[src/rtl/cenn_pkg.sv]
// Shared CeNN datapath definitions: fixed-point format, saturation limits
// and the divider state encoding.
package cenn_pkg;

  localparam int unsigned WIDTH    = 15;
  localparam int unsigned FRAC_BIT = 9;

  typedef logic signed [WIDTH-1:0] fixed_t;

  localparam fixed_t FIXED_MAX = 15'h3FFF;
  localparam fixed_t FIXED_MIN = 15'h4000;

  typedef enum logic [1:0] {
    IDLE,
    CALC,
    FIX
  } div_state_t;

endpackage

[src/rtl/divi_if.sv]
// Start/done handshake bundle between cell-update logic and the divider.
interface divi_if #(
  parameter int unsigned width = 15
);
  logic             start;
  logic [width-1:0] input_a;
  logic [width-1:0] input_b;
  logic             busy;
  logic             done;
  logic [width-1:0] out;
  logic             div_by_zero;

  modport master (
    output start, input_a, input_b,
    input  busy, done, out, div_by_zero
  );

  modport slave (
    input  start, input_a, input_b,
    output busy, done, out, div_by_zero
  );
endinterface

[src/rtl/divi.sv]
// Sequential signed fixed-point restoring divider, one quotient bit per clock,
// with saturation and divide-by-zero reporting.
module divi
  import cenn_pkg::*;
#(
  parameter int unsigned width          = WIDTH,
  parameter int unsigned fractional_bit = FRAC_BIT
) (
  input logic   clk,
  input logic   rst,
  divi_if.slave bus
);

  localparam int unsigned DW = width + fractional_bit;
  localparam int unsigned CW = $clog2(DW);
  localparam logic [width-1:0] MAX_V = {1'b0, {(width-1){1'b1}}};
  localparam logic [width-1:0] MIN_V = {1'b1, {(width-1){1'b0}}};

  div_state_t       r_state;
  div_state_t       w_next_state;
  logic [CW-1:0]    r_cnt;
  logic [DW-1:0]    r_dividend;
  logic [width:0]   r_rem;
  logic [DW-1:0]    r_quo;
  logic [width-1:0] r_bmag;
  logic             r_neg;
  logic             r_a_neg;
  logic             r_b_zero;
  logic [width-1:0] r_out;
  logic             r_done;
  logic             r_dbz;

  logic [width-1:0] w_amag;
  logic [width-1:0] w_bmag;
  logic [width+1:0] w_shift;
  logic [width+1:0] w_diff;
  logic             w_ge;
  logic             w_ovf_pos;
  logic             w_ovf_neg;
  logic [width-1:0] w_fix_out;
  logic             w_busy;

  // Two's-complement negation of the most negative value maps onto itself,
  // which as an unsigned magnitude is exactly 2^(width-1).
  assign w_amag = bus.input_a[width-1] ? -bus.input_a : bus.input_a;
  assign w_bmag = bus.input_b[width-1] ? -bus.input_b : bus.input_b;

  assign w_shift = {r_rem, r_dividend[DW-1]};
  assign w_diff  = w_shift - {2'b00, r_bmag};
  assign w_ge    = ~w_diff[width+1];

  assign w_ovf_pos = |r_quo[DW-1:width-1];
  assign w_ovf_neg = (|r_quo[DW-1:width]) | (r_quo[width-1] & (|r_quo[width-2:0]));

  always_comb begin
    w_next_state = r_state;
    w_busy       = 1'b0;
    w_fix_out    = r_quo[width-1:0];
    case (r_state)
      IDLE: begin
        if (bus.start) begin
          w_next_state = (bus.input_b == '0) ? FIX : CALC;
        end
      end
      CALC: begin
        w_busy = 1'b1;
        if (r_cnt == '0) begin
          w_next_state = FIX;
        end
      end
      FIX: begin
        w_busy       = 1'b1;
        w_next_state = IDLE;
      end
      default: w_next_state = IDLE;
    endcase

    if (r_b_zero) begin
      w_fix_out = r_a_neg ? MIN_V : MAX_V;
    end else if (r_neg) begin
      w_fix_out = w_ovf_neg ? MIN_V : -r_quo[width-1:0];
    end else begin
      w_fix_out = w_ovf_pos ? MAX_V : r_quo[width-1:0];
    end
  end

  always_ff @(posedge clk) begin
    if (rst) begin
      r_state <= IDLE;
    end else begin
      r_state <= w_next_state;
    end
  end

  always_ff @(posedge clk) begin
    if (rst) begin
      r_cnt      <= '0;
      r_dividend <= '0;
      r_rem      <= '0;
      r_quo      <= '0;
      r_bmag     <= '0;
      r_neg      <= 1'b0;
      r_a_neg    <= 1'b0;
      r_b_zero   <= 1'b0;
      r_out      <= '0;
      r_done     <= 1'b0;
      r_dbz      <= 1'b0;
    end else begin
      r_done <= 1'b0;
      case (r_state)
        IDLE: begin
          if (bus.start) begin
            r_dividend <= {w_amag, {fractional_bit{1'b0}}};
            r_rem      <= '0;
            r_quo      <= '0;
            r_bmag     <= w_bmag;
            r_a_neg    <= bus.input_a[width-1];
            r_neg      <= bus.input_a[width-1] ^ bus.input_b[width-1];
            r_b_zero   <= (bus.input_b == '0);
            r_cnt      <= CW'(DW - 1);
          end
        end
        CALC: begin
          r_dividend <= {r_dividend[DW-2:0], 1'b0};
          r_rem      <= w_ge ? w_diff[width:0] : w_shift[width:0];
          r_quo      <= {r_quo[DW-2:0], w_ge};
          if (r_cnt != '0) begin
            r_cnt <= r_cnt - 1'b1;
          end
        end
        FIX: begin
          r_out  <= w_fix_out;
          r_dbz  <= r_b_zero;
          r_done <= 1'b1;
        end
        default: ;
      endcase
    end
  end

  assign bus.busy        = w_busy;
  assign bus.done        = r_done;
  assign bus.out         = r_out;
  assign bus.div_by_zero = r_dbz;

endmodule

[src/flat_wrapper.sv]
// flat-port wrapper written by rule: the top's interface ports become plain ports
module divi_flat import cenn_pkg::*;
#(
  parameter int unsigned width          = WIDTH,
  parameter int unsigned fractional_bit = FRAC_BIT
)
  (clk, rst, bus_start, bus_input_a, bus_input_b, bus_busy, bus_done, bus_out, bus_div_by_zero);
  divi_if #(.width(width)) bus_i ();
  input logic clk;
  input logic rst;
  input wire logic [$bits(bus_i.start)-1:0] bus_start;
  input wire logic [$bits(bus_i.input_a)-1:0] bus_input_a;
  input wire logic [$bits(bus_i.input_b)-1:0] bus_input_b;
  output wire logic [$bits(bus_i.busy)-1:0] bus_busy;
  output wire logic [$bits(bus_i.done)-1:0] bus_done;
  output wire logic [$bits(bus_i.out)-1:0] bus_out;
  output wire logic [$bits(bus_i.div_by_zero)-1:0] bus_div_by_zero;
  assign bus_i.start = bus_start;
  assign bus_i.input_a = bus_input_a;
  assign bus_i.input_b = bus_input_b;
  assign bus_busy = bus_i.busy;
  assign bus_done = bus_i.done;
  assign bus_out = bus_i.out;
  assign bus_div_by_zero = bus_i.div_by_zero;
  divi #(.width(width), .fractional_bit(fractional_bit)) u_core (.clk(clk), .rst(rst), .bus(bus_i));
endmodule
[config.mk]
export PLATFORM = sky130hd
export DESIGN_NAME = divi_flat
export DESIGN_NICKNAME = d
export VERILOG_FILES = /design/src/rtl/cenn_pkg.sv /design/src/rtl/divi_if.sv /design/src/rtl/divi.sv /design/src/flat_wrapper.sv
export SDC_FILE = /design/constraint.sdc
export NUM_CORES = 1
export LEC_CHECK = 0
export CAP_MARGIN = 30
export CORE_UTILIZATION = 30
export CTS_BUF_LIST = sky130_fd_sc_hd__clkbuf_4 sky130_fd_sc_hd__clkbuf_8 sky130_fd_sc_hd__clkbuf_16
export DETAILED_ROUTE_END_ITERATION = 16
export PLACE_DENSITY_LB_ADDON = 0.15
export SYNTH_ARGS = -nofsm -noshare
export SYNTH_HDL_FRONTEND = slang
export SYNTH_SLANG_ARGS = --single-unit
[constraint.sdc]
create_clock -name clk -period 3.5 [get_ports clk]
set_input_delay 0.525 -clock clk [delete_from_list [all_inputs] [get_ports clk]]
set_output_delay 0.525 -clock clk [all_outputs]
set_load 0.01 [all_outputs]
==> results.py <==
metrics = {
    "run_status": {
        "outcome": "finished, final reports clean",
    },
    "placement": {
        "place.gp.congestion": 0.8733,
        "dpl.hpwl_um": 10220,
        "dp_cells": 966,
        "post-place-ws_ns": 0.5175,
        "io_buffers": 50,
    },
    "synth": {
        "synth_edf_count": 0,
        "synth_nets": 778,
        "synth_area_leader_cell": "dfxtp_1",
        "synthTopCellsByArea": "dfxtp_1, nand2_1, ha_1",
        "yosysSeqAreaShare": 0.3450,
        "synthFlopType": "dfxtp_1",
        "synth_cell_types": 63,
        "synth_top_area_share": 0.3450,
        "yosys_warnings": 0,
        "synth_cells": 721,
        "synthesis.area_um2": 5628,
        "syn_avg_cell_area_um2": 7.806,
        "synth_seq_cells": 97,
        "async_reset_ff_frac": 0,
    },
    "timing": {
        "max_freq_mhz": 335.3,
        "fin_crit_sh": 0.8522,
        "maxSlewHeadroom": 0.4490,
        "hold_viol_final": 0,
        "postLayoutSetupSlackWorst_ns": 0.5173,
        "worstMarginPinSlew_ns": 0.8254,
        "tns_ns": 0,
        "maxSlewViolCount": 0,
        "finalSetupViolCount": 0,
        "rsz0062_at_grt": "no",
        "period_needed_ns": 2.983,
        "clock_skew_ns": 0.007296,
    },
    "die": {
        "dieWidth_um": 139.0,
        "start_util": 0.3101,
        "io_pins": 51,
        "die_area_um2": 19310,
        "rows": 49,
        "die_h_um": 139.0,
        "core_area_um2": 18150,
    },
    "clock_network": {
        "post-cts-setup-buffer-count": 0,
        "ctsHoldBuffers": 0,
        "cts-resized-gates": 0,
        "root_buffer": "clkbuf_16",
        "clkTransAtPathRegs_ns": 0.07,
        "htreeDepth": 3,
        "clkSinkCount": 97,
        "clockBufferDepth": 2,
        "cts_tree": "done",
        "numCtsBuffers": 9,
        "worstSkewPairLatency_ns": 0.36,
    },
    "worst_setup_path": {
        "path_class": "reg2reg",
        "worstRegToRegCells": 12,
        "cp.required_ns": 3.73,
        "worstSetupStartpointType": "flip-flop",
        "endpoint_kind": "flip-flop",
        "crit_fanout": 14,
        "critical_path_arrival_ns": 3.21,
    },
    "grt": {
        "antenna_found_initial": 0,
        "grt_pass1_vias": 4923,
        "grt_pass1_wl_um": 24240,
        "track_usage": 0.1523,
        "grt_max_degree": 61,
        "grt_overflow": 0,
    },
    "detailed_routing": {
        "drt_iter0_drc": 363,
        "dr.pass1.iters": 13,
        "ant_nets": 0,
        "wirelength_um": 14160,
        "via_count": 5216,
        "wire_per_inst_um": 14.42,
        "viasPerCell": 5.312,
        "drcViolationCount": 0,
    },
    "final_layout": {
        "layout.nets": 805,
        "instances_no_fill": 982,
        "antenna_cells": 0,
        "finalCoreUtilization": 0.3645,
        "drive_gt1_frac": 0.04914,
        "syn_to_final_growth_pct": 17.54,
    },
    "min_path": {
        "whs_path_depth": 2,
        "hold_path.class": "reg2reg",
    },
    "power_and_ir_drop": {
        "ir_worst_vdd_mv": 0.2738,
        "p_leak_nw": 2.498,
        "powerDensity_nw_per_um2": 461.3,
    },
    "run": {
        "max_cap_viol_count": 0,
    },
}
==> final timing paths <==
check                                                   startpoint                                  to  slack [ns]
worst min-delay path            u_core.r_dividend[10]$_SDFFE_PP0P_  u_core.r_dividend[10]$_SDFFE_PP0P_        0.45
worst max register to register  u_core.r_dividend[23]$_SDFFE_PP0P_        u_core.r_rem[1]$_SDFFE_PP0P_        0.52
worst max-delay path            u_core.r_dividend[23]$_SDFFE_PP0P_        u_core.r_rem[1]$_SDFFE_PP0P_        0.52
worst min register to register  u_core.r_dividend[10]$_SDFFE_PP0P_  u_core.r_dividend[10]$_SDFFE_PP0P_        0.45
==> power breakdown <==
group          switching [W]  internal [W]  total, W
Combinational       0.000486      0.000328  0.000815
Clock               0.000437      0.000566   0.00100
Sequential         0.0000538       0.00118   0.00123
==> synthesized netlist by cell type (all sizes together), types with 2 or more instances <==
cell and number:
nand2 98, dfxtp 97, nor2 74, o21ai 57
a21oi 45, clkbuf 37, inv 32, xor2 28
a22oi 23, ha 23, mux2i 17, a211oi 15
a31oi 15, o211ai 15, nor3 14, xnor2 13
nand2b 12, nand3 11, o31ai 10, nor2b 8
or3 8, buf 7, a32oi 6, nor4 6
or4 5, nand4 4, o41ai 4, a21o 3
a311oi 3, and2 3, nand3b 3, o221a 3
o311ai 2, o31a 2
==> stage by stage <==
step	area [um^2]	power [W]	hold WS (ns)
5_1_grt	6615	0.003244	0.4735
2_1_floorplan	5628	0.001834	0.4275
3_5_place_dp	6317	0.002075	0.4434
4_1_cts	6615	0.003089	0.4524
6_report	6615	0.003051	0.4498
3_3_place_gp	6317	0.002063	0.4405
==> flip-flops by register name, summed over array words and instances, names as in the netlist <==
signal,cells
u_core.r_a_neg,1
u_core.r_state,2
u_core.r_quo,24
u_core.r_cnt,5
u_core.bus.div_by_zero,1
u_core.r_rem,16
u_core.r_neg,1
u_core.bus.done,1
u_core.bus.out,15
u_core.r_dividend,15
u_core.r_bmag,15
u_core.r_b_zero,1
==> cell usage in the layout, fill, tap and decap left out, types with 15 or more instances in the layout <==
cell type,synthesis,final
nand2_1,98,98
inv_1,30,30
ha_1,23,23
nor2_1,74,74
mux2i_1,17,17
o21ai_0,15,15
a31oi_1,15,15
xor2_1,28,28
dfxtp_1,97,97
a211oi_1,15,15
o21ai_1,42,41
a22oi_1,23,23
clkdlybuf4s50_1,0,49
o211ai_1,15,15
a21oi_1,45,45
==> logic make-up (layout without fill, tap and decap cells) <==
logic type / Yosys count / count (layout) / synth area share
flip-flops: 97 / 97 / 0.3450
buffers and inverters: 76 / 108 / 0.05180
AND/OR/NAND/NOR: 252 / 252 / 0.2061
multiplexers: 17 / 17 / 0.03024
AO/OA/AOI/OAI: 214 / 214 / 0.2483
adder cells (fa/ha/maj): 24 / 24 / 0.05469
XOR/XNOR: 41 / 41 / 0.06381
==> critical path, stage by stage (launching register included) <==
cell and delay [ns]:
dfxtp_1 0.32, inv_1 0.05, ha_1 0.14, inv_1 0.05
fa_1 0.40, a21o_1 0.21, o21ai_1 0.18, a31oi_1 0.21
o221a_2 0.30, nand2_1 0.43, buf_4 0.29, mux2i_1 0.20
o21ai_1 0.07
==> area by class of cell <==
type | count | area (um^2)
fillers | 1923 | 11530
clock buffers | 14 | 287.8
clock inverters | 2 | 10.01
well taps | 229 | 286.5
repair buffers | 60 | 570.5
multi-input cells | 548 | 3398
inverters | 32 | 120.1
flip-flops and latches | 97 | 1942
==> layer usage <==
metal | global-route usage | vias up | wire (um)
met5 | 0 | - | 0
met4 | 0.04035 | 0 | 123
met3 | 0.03488 | 14 | 511
met2 | 0.2512 | 93 | 6552
met1 | 0.1992 | 2472 | 6973
li1 | - | 2637 | -
Power figures use the tool's default switching activity.
